===== src/rtl/shiftreg_cfg_loader.sv =====
// Serial loader for the static and dynamic chip configuration shift registers.
// Ports: CLK/RST (sync, active high); start/mode/abort plus stat_data/dyn_data
// in; signal_out, sel_stat, sel_dyn, latch_stat, latch_dyn, busy, done out.
module shiftreg_cfg_loader #(
    parameter int SIZESRSTAT  = 88,
    parameter int SIZESRDYN   = 16,
    parameter int N_WAIT_PRE  = 8,
    parameter int N_WAIT_POST = 20,
    parameter bit MSB_FIRST   = 1'b1
) (
    input  logic                  CLK,
    input  logic                  RST,
    input  logic                  start,
    input  logic [1:0]            mode,
    input  logic                  abort,
    input  logic [SIZESRSTAT-1:0] stat_data,
    input  logic [SIZESRDYN-1:0]  dyn_data,
    output logic                  signal_out,
    output logic                  sel_stat,
    output logic                  sel_dyn,
    output logic                  latch_stat,
    output logic                  latch_dyn,
    output logic                  busy,
    output logic                  done
);

    localparam int MAX_SR = (SIZESRSTAT > SIZESRDYN) ? SIZESRSTAT : SIZESRDYN;
    localparam int MAX_WT = (N_WAIT_PRE > N_WAIT_POST) ? N_WAIT_PRE : N_WAIT_POST;
    localparam int MAXD   = (MAX_SR > MAX_WT) ? MAX_SR : MAX_WT;
    localparam int CW     = $clog2(MAXD);

    typedef enum logic [2:0] {
        IDLE, WAIT_PRE, SHIFT_STAT, LATCH_STAT,
        SHIFT_DYN, LATCH_DYN, WAIT_POST, DONE
    } state_e;

    state_e                state_q, state_d;
    logic [CW-1:0]         cnt_q, cnt_d;
    logic [1:0]            mode_q, mode_d;
    logic [SIZESRSTAT-1:0] stat_sr_q, stat_sr_d;
    logic [SIZESRDYN-1:0]  dyn_sr_q, dyn_sr_d;

    always_comb begin
        state_d   = state_q;
        mode_d    = mode_q;
        stat_sr_d = stat_sr_q;
        dyn_sr_d  = dyn_sr_q;
        unique case (state_q)
            IDLE: begin
                if (start && (mode != 2'b00) && !abort) begin
                    mode_d    = mode;
                    stat_sr_d = stat_data;
                    dyn_sr_d  = dyn_data;
                    state_d   = WAIT_PRE;
                end
            end
            WAIT_PRE: begin
                if (cnt_q == CW'(N_WAIT_PRE - 1))
                    state_d = mode_q[1] ? SHIFT_STAT : SHIFT_DYN;
            end
            SHIFT_STAT: begin
                // The outgoing bit always sits at one fixed end.
                stat_sr_d = MSB_FIRST ? {stat_sr_q[SIZESRSTAT-2:0], 1'b0}
                                      : {1'b0, stat_sr_q[SIZESRSTAT-1:1]};
                if (cnt_q == CW'(SIZESRSTAT - 1))
                    state_d = LATCH_STAT;
            end
            LATCH_STAT: begin
                state_d = mode_q[0] ? SHIFT_DYN : WAIT_POST;
            end
            SHIFT_DYN: begin
                dyn_sr_d = MSB_FIRST ? {dyn_sr_q[SIZESRDYN-2:0], 1'b0}
                                     : {1'b0, dyn_sr_q[SIZESRDYN-1:1]};
                if (cnt_q == CW'(SIZESRDYN - 1))
                    state_d = LATCH_DYN;
            end
            LATCH_DYN: begin
                state_d = WAIT_POST;
            end
            WAIT_POST: begin
                if (cnt_q == CW'(N_WAIT_POST - 1))
                    state_d = DONE;
            end
            DONE: begin
                state_d = IDLE;
            end
            default: begin
                state_d = IDLE;
            end
        endcase
        if ((state_q != IDLE) && abort)
            state_d = IDLE;
        // Restart on every state entry; held at zero while idle.
        if ((state_d != state_q) || (state_q == IDLE))
            cnt_d = '0;
        else
            cnt_d = cnt_q + CW'(1);
    end

    always_ff @(posedge CLK) begin
        if (RST) begin
            state_q   <= IDLE;
            cnt_q     <= '0;
            mode_q    <= '0;
            stat_sr_q <= '0;
            dyn_sr_q  <= '0;
        end else begin
            state_q   <= state_d;
            cnt_q     <= cnt_d;
            mode_q    <= mode_d;
            stat_sr_q <= stat_sr_d;
            dyn_sr_q  <= dyn_sr_d;
        end
    end

    logic stat_bit, dyn_bit;
    assign stat_bit = MSB_FIRST ? stat_sr_q[SIZESRSTAT-1] : stat_sr_q[0];
    assign dyn_bit  = MSB_FIRST ? dyn_sr_q[SIZESRDYN-1] : dyn_sr_q[0];

    assign sel_stat   = (state_q == SHIFT_STAT);
    assign sel_dyn    = (state_q == SHIFT_DYN);
    assign latch_stat = (state_q == LATCH_STAT);
    assign latch_dyn  = (state_q == LATCH_DYN);
    assign busy       = (state_q != IDLE);
    assign done       = (state_q == DONE);
    assign signal_out = (sel_stat & stat_bit) | (sel_dyn & dyn_bit);

endmodule

===== config.mk =====
export PLATFORM = sky130hd
export DESIGN_NAME = shiftreg_cfg_loader
export DESIGN_NICKNAME = d
export VERILOG_FILES = /design/src/rtl/shiftreg_cfg_loader.sv
export SDC_FILE = /design/constraint.sdc
export NUM_CORES = 1
export LEC_CHECK = 0
export ABC_AREA = 1
export BUFFER_PORTS_ARGS = -buffer_cell sky130_fd_sc_hd__buf_2
export CELL_PAD_IN_SITES_DETAIL_PLACEMENT = 0
export CELL_PAD_IN_SITES_GLOBAL_PLACEMENT = 1
export CORE_ASPECT_RATIO = 1.2
export CORE_UTILIZATION = 41
export CTS_CLUSTER_SIZE = 16
export DETAILED_ROUTE_END_ITERATION = 8
export GPL_ROUTABILITY_DRIVEN = 0
export PLACE_DENSITY_LB_ADDON = 0.1
export SYNTH_ARGS = -nofsm -noshare
export SYNTH_HDL_FRONTEND = slang
export SYNTH_SLANG_ARGS = --single-unit
export TNS_END_PERCENT = 100

===== constraint.sdc =====
create_clock -name CLK -period 3.8 [get_ports CLK]
set_input_delay 0.19 -clock CLK [delete_from_list [all_inputs] [get_ports CLK]]
set_output_delay 0.19 -clock CLK [all_outputs]
set_load 0.02 [all_outputs]

==> results.toml <==
[die]
io_pins = 117
initial_core_util_pct = 42.1
chipWidth_microns = 104
core_area_sq_um = 12100
die-area_sq_um = 12900
rows = 44
dieHeight_microns = 124

[final_layout]
antennaDiodeCount = 0
syn_to_final_growth_pct = 23.6
layout.nets = 888
drive_above_1_share_pct = 21.7

[synthesis]
syn_inst = 692
synthFlopType = "dfxtp_1"
synth_top_area_share_pct = 45.6
yosys.area.top_type = "dfxtp_1"
synth_most_common_cell = "nand2_1"
syn-cell-area_sq_um = 5100
ys_seq_elements = 116
async_flop_share_pct = 0
synth_edf_count = 0
synthTopCellsByArea = "dfxtp_1, nand2_1, a31oi_1"
synth_common_cells = "nand2_1, dfxtp_1, a31oi_1"
synth_area_per_cell_sq_um = 7.37
seq_area_frac_synth_pct = 45.6
ys_warn_count = 0
syn-num-nets = 803
yosysUniqueCellTypes = 24

[timing]
max_freq_mhz = 394
rsz0062_at_grt = "false"
setup_slack_ps = 1260
setup_viol = 0
slew_violations = 0
finalCritPeriodShare_pct = 66.8
fin_worst_skew_ps = 9.30
max_slew_margin_pct = 38.0
worstMarginPinSlew_ps = 930
min_period_ps = 2540
tns_ps = 0
hold_viol_final = 0

[route]
drt-initial-drc-count = 269
drc = 0
dr_total_vias = 4867
wl_per_cell_microns = 12.6
routed_wirelength_microns = 12000
ant_nets = 0
first_pass_iters = 5
avgViaCountPerCell = 5.12

[power_and_ir_drop]
p_per_area_nw_per_um2 = 531
leakage_nw = 2.73
ir_worst_vdd_uv = 275

[cts]
clkTransAtPathRegs_ps = 50
cts.repair.resized = 0
cts_setup_buffers = 0
clock_latency_ps = 400
cts_tree = "yes"
cts_root_buffer = "clkbuf_16"
clock_sinks = 116
cts_max_path_buffers = 2
htreeDepth = 4
numCtsBuffers = 17
postCtsHoldBufs = 0

[grt]
overflow = 0
grt_max_degree = 92
grt_pass1_vias = 4468
antenna_found_initial = 1
grt_pass1_wl_microns = 20000
grt_use_total_pct = 19.4

[worst_setup_path]
crit_arrival_ps = 2350
critPathKind = "reg2out"
critPathLaunchType = "flip-flop"
critPathCaptureType = "output pin"
cp.required_ps = 3610
crit_fanout = 91

[flow_run]
drv_cap = 0

[placement]
io_buffers = 116
post-dp-hpwl_microns = 7510
place_ws_ps = 1450

[worst_hold_path]
hp-class = "in2reg"

[status]
run_status = "completed"
[area by class of cell]
type | instances | area (sq um)
fill | 1256 | 5810
multi-input combinational | 502 | 2410
sequential | 116 | 2320
timing repair buffer | 123 | 646
clock buffer | 21 | 460
clock inverter | 10 | 203
tap | 161 | 201
inverter | 17 | 63.8
[per-stage QoR]
step | area [sq um] | power [mW] | hold slack, ps | cells | utilization, %
after global placement | 5640 | 1.58 | 435 | 919 | 46.6
after CTS | 6300 | 3.39 | 24.2 | 950 | 52.0
after floorplan | 5100 | 1.51 | 334 | 692 | -
after global routing | 6300 | 3.50 | 30.6 | 950 | 52.0
final | 6300 | 3.35 | 47.7 | 950 | 52.0
after detailed placement | 5640 | 1.59 | 448 | 919 | 46.6
[metal layers]
layer	global-route usage, %	routed length (microns)	vias to the layer above	share of wire (%)
li1	-	-	2548	-
met1	23.7	5830	2208	49
met2	32.5	5600	103	47
met3	5.49	478	6	4.0
met4	7.50	80	2	0.67
met5	0	13	-	0.11
[power breakdown]
part	total (mW)	internal (mW)	switching, mW
Clock	1.79	1.26	0.531
Combinational	0.229	0.106	0.123
Sequential	1.33	1.29	0.0378
Total	3.35	2.66	0.693
[critical path, cell delays in order (launching register included)]
cell     delay (ps)
dfxtp_1         510
nand2_1         180
nor2_4          130
buf_4           670
a22o_1          260
buf_2           160
[path summary, 6_finish.rpt]
path | endpoint | slack [ps] | cells past startpoint | startpoint
worst min register to register | cnt_q[0] | 470 | 1 | cnt_q[0]
worst max register to register | dyn_sr_q[6] | 1490 | 7 | state_q[2]
worst max-delay path | signal_out | 1260 | 5 | state_q[1]
worst min-delay path | dyn_sr_q[0] | 50 | 3 | dyn_data[0]
[layout by cell type (no fill, tap or decap), drive strengths merged]
cell | Yosys | layout
nor3 | 4 | 4
a22o | 1 | 1
inv | 17 | 17
xor2 | 3 | 3
o21ai | 105 | 105
ha | 1 | 1
nand3 | 15 | 15
buf | 30 | 123
clkinv | 0 | 3
nor4 | 1 | 1
xnor2 | 2 | 2
nand2 | 236 | 236
a21oi | 4 | 4
clkbuf | 27 | 21
a31oi | 102 | 102
dfxtp | 116 | 116
nor2 | 28 | 28
clkinvlp | 0 | 1
bufinv | 0 | 6
[cell families after synthesis]
| group | count (synthesis) | share of synthesized area (%) |
|---|---|---|
| adder cells (fa/ha/maj) | 1 | 0.245 |
| buffers and inverters | 74 | 7.49 |
| flip-flops | 116 | 45.6 |
| XOR/XNOR | 5 | 0.859 |
| AO/OA/AOI/OAI | 212 | 23.4 |
| AND/OR/NAND/NOR | 284 | 22.5 |
[state kept, by name, indices dropped and copies added, names as in the netlist]
signal,count
cnt_q,7
dyn_sr_q,16
mode_q,2
stat_sr_q,88
state_q,3
(Power assumes the default switching activity.)
